**src/rtl/fifo_chk_pkg.sv**
```systemverilog
// rtl/fifo_chk_pkg.sv - shared types, constants and LFSR step for the FIFO read checker
package fifo_chk_pkg;

  localparam int                DATA_W       = 8;
  // x^8+x^6+x^5+x^4+1 in shift-left form: taps on bits 7,5,4,3
  localparam logic [DATA_W-1:0] LFSR_TAPS    = 8'hB8;
  localparam logic [DATA_W-1:0] DEFAULT_SEED = 8'h01;

  typedef enum logic [1:0] {
    ST_IDLE  = 2'd0,
    ST_DRAIN = 2'd1,
    ST_FLUSH = 2'd2
  } chk_state_e;

  // One Fibonacci step: shift left, parity of tapped bits feeds bit 0
  function automatic logic [DATA_W-1:0] lfsr_next(input logic [DATA_W-1:0] v);
    return {v[DATA_W-2:0], ^(v & LFSR_TAPS)};
  endfunction

endpackage

```
**src/rtl/lfsr_ref.sv**
```systemverilog
// rtl/lfsr_ref.sv - reference LFSR producing the expected FIFO word stream
module lfsr_ref
  import fifo_chk_pkg::*;
#(
  parameter logic [DATA_W-1:0] SEED = DEFAULT_SEED  // must be nonzero
) (
  input  logic              clk,
  input  logic              RESET,
  input  logic              advance_i,
  output logic [DATA_W-1:0] value_o
);

  logic [DATA_W-1:0] value_q;

  // Step once per checked word; restart at SEED on reset
  always_ff @(posedge clk or posedge RESET) begin
    if (RESET) begin
      value_q <= SEED;
    end else if (advance_i) begin
      value_q <= lfsr_next(value_q);
    end
  end

  assign value_o = value_q;

endmodule

```
**config.mk**
```make
export PLATFORM = sky130hd
export DESIGN_NAME = lfsr_ref
export DESIGN_NICKNAME = d
export VERILOG_FILES = /design/src/rtl/fifo_chk_pkg.sv /design/src/rtl/lfsr_ref.sv
export SDC_FILE = /design/constraint.sdc
export NUM_CORES = 1
export LEC_CHECK = 0
export CAP_MARGIN = 5
export CORE_AREA = 10 10 47 49
export DETAILED_ROUTE_END_ITERATION = 12
export DIE_AREA = 0 0 57 59
export SLEW_MARGIN = 10
export SYNTH_ARGS = -nofsm -noshare
export SYNTH_HDL_FRONTEND = slang
export SYNTH_SLANG_ARGS = --single-unit
```
**constraint.sdc**
```tcl
create_clock -name clk -period 1.65 [get_ports clk]
set_input_delay 0.2475 -clock clk [delete_from_list [all_inputs] [get_ports clk]]
set_output_delay 0.2475 -clock clk [all_outputs]
set_load 0.02 [all_outputs]
```
==> results.tsv <==
metric	value	unit
final_util	33.4	%
p_leak	0.000193	uW
cp_slowest_cell	clkdlybuf4s50_1	
numPortBuffers	10	
grt_max_degree	10	
drc_errors	0	
drv_slew	0	
cap_violations	0	
path_class	flip-flop to output port	
fin_cells	51	
path_delay_family	buffers and inverters	
dieArea	0.00336	mm2
vias	201	
critPathCaptureType	output port	
cts_made_buffers	3	
die_h	59	um
antenna_found_initial	0	
hold_viol	0	
drt-vias-per-instance	3.94	
nNetsFinal	39	
synth_warnings	0	
worst_ep_arrival_time	1.28	ns
gp_congestion	0.709	
slowest_delay	0.63	ns
insertion_delay	0.25	ns
clk_root_buffer_cell	clkbuf_4	
dp_cells	47	
whs	0.244	ns
synth_nets	25	
crit_fanout	4	
skew	0.00496	ns
totalWireLength	621	um
hold_path_class	input pin to asynchronous set/reset pin	
synth_cell_type_count	8	
drt_iter0_markers	4	
drive_gt1_share	31.4	%
fp.coreArea	0.00140	mm2
grt_usage	3.83	%
largest_reg_flops	8	
finalSetupTns	0	ns
fillers	151	
rsz0062_at_grt	false	
layout_setup_ws	0.126	ns
h-tree-depth	1	
synth_cells	22	
tightest_slew	0.366	ns
clock_sinks	8	
syn_area	324	um2
initial_core_util	23.1	%
r2r_slack	0.74	ns
post-route-period-util	92.4	%
wire_per_inst	12.2	um
path_clk_slew	0.05	ns
peakVddDrop	0.725	mV
cts_tree	built	
crit_chain	clkdlybuf4s50_1	
avgSynthCellArea	14.7	um2
yosysSeqAreaShare	62.2	%
ant_nets	0	
grt.overflow.total	0	
max_freq	0.656	GHz
min_period	1.52	ns
worst_setup_path_start_kind	flip-flop	
drtPass1Iterations	3	
syn2layout_area_growth	44.4	%
pre_cts_ws	0.215	ns
grt_pass1_wl	979	um
fp.dieW	57	um
outcome	complete, no violations	
p_per_area	2320	mW/mm2
finalSetupViolCount	0	
synth_seq_cells	8	
io_pins	11	
grt_pass1_vias	228	
critPathBufInv	1	
rows	14	
antenna_cells	0	
cts_buffer_depth	2	
cts_hold_buf	0	
worstPathRequired	1.40	ns
slew_headroom	75.5	%
-- through the flow --
step	instance area [um2]	power (uW)
floorplan	324	700
global placement	439	946
detailed placement	439	951
CTS	465	1110
global route	468	1160
finish	468	1080
-- worst paths after layout --
path | start | end | depth (start not counted)
min in group clk | value_o[0] | value_o[0] | 2
max in group asynchronous | RESET | value_o[0] | 2
max reg2reg | value_o[5] | value_o[0] | 3
min | RESET | value_o[5] | 2
max | value_o[4] | value_o[4] | 1
min reg2reg | value_o[0] | value_o[0] | 2
-- area by class of cell --
class	instances	area, um2	area share (%)
Clock buffer	4	26.3	5.61
Inverter	1	3.75	0.802
Multi-Input combinational cell	12	114	24.3
Sequential cell	8	201	43.0
Tap cell	16	20.0	4.28
Timing Repair Buffer	10	103	21.9
-- power breakdown --
group / switching, uW / internal [uW]
Sequential: 89.4 / 307
Clock: 62.2 / 92.2
Combinational: 233 / 301
Total: 384 / 700
-- synth_stat cells --
cell	n	area share, %
nor2_1	1	1.2
dfrtp_1	7	54
inv_1	1	1.2
a21oi_1	1	1.5
dfstp_2	1	8.1
xnor2_1	3	8.1
buf_2	1	1.5
mux2_2	7	24
-- logic make-up after synthesis --
logic type / Yosys count / share of synthesized area (%)
AO/OA/AOI/OAI: 1 / 1.54
XOR/XNOR: 3 / 8.11
buffers and inverters: 2 / 2.70
flip-flops: 8 / 62.2
multiplexers: 7 / 24.3
AND/OR/NAND/NOR: 1 / 1.16
-- placed cells by master (no fill, tap or decap) --
cell / instances
nor2_1: 1
xnor2_1: 3
dfstp_2: 1
a21oi_1: 1
clkbuf_4: 3
dfrtp_1: 7
mux2_2: 7
clkdlybuf4s50_1: 9
clkbuf_1: 1
inv_1: 1
dlymetal6s2s_1: 1
-- layer usage --
metal / routed length [um] / GRT usage [%]
met1: 252 / 3.38
met4: 0 / 1.01
met5: 0 / 0
met3: 52 / 3.22
met2: 316 / 6.51
-- repair_timing --
| action | in CTS | in global routing |
|---|---|---|
| setup buffers | 0 | 0 |
| setup endpoints to repair | 0 | 1 |
| gates resized for setup | 0 | 1 |
(Power assumes the default switching activity.)
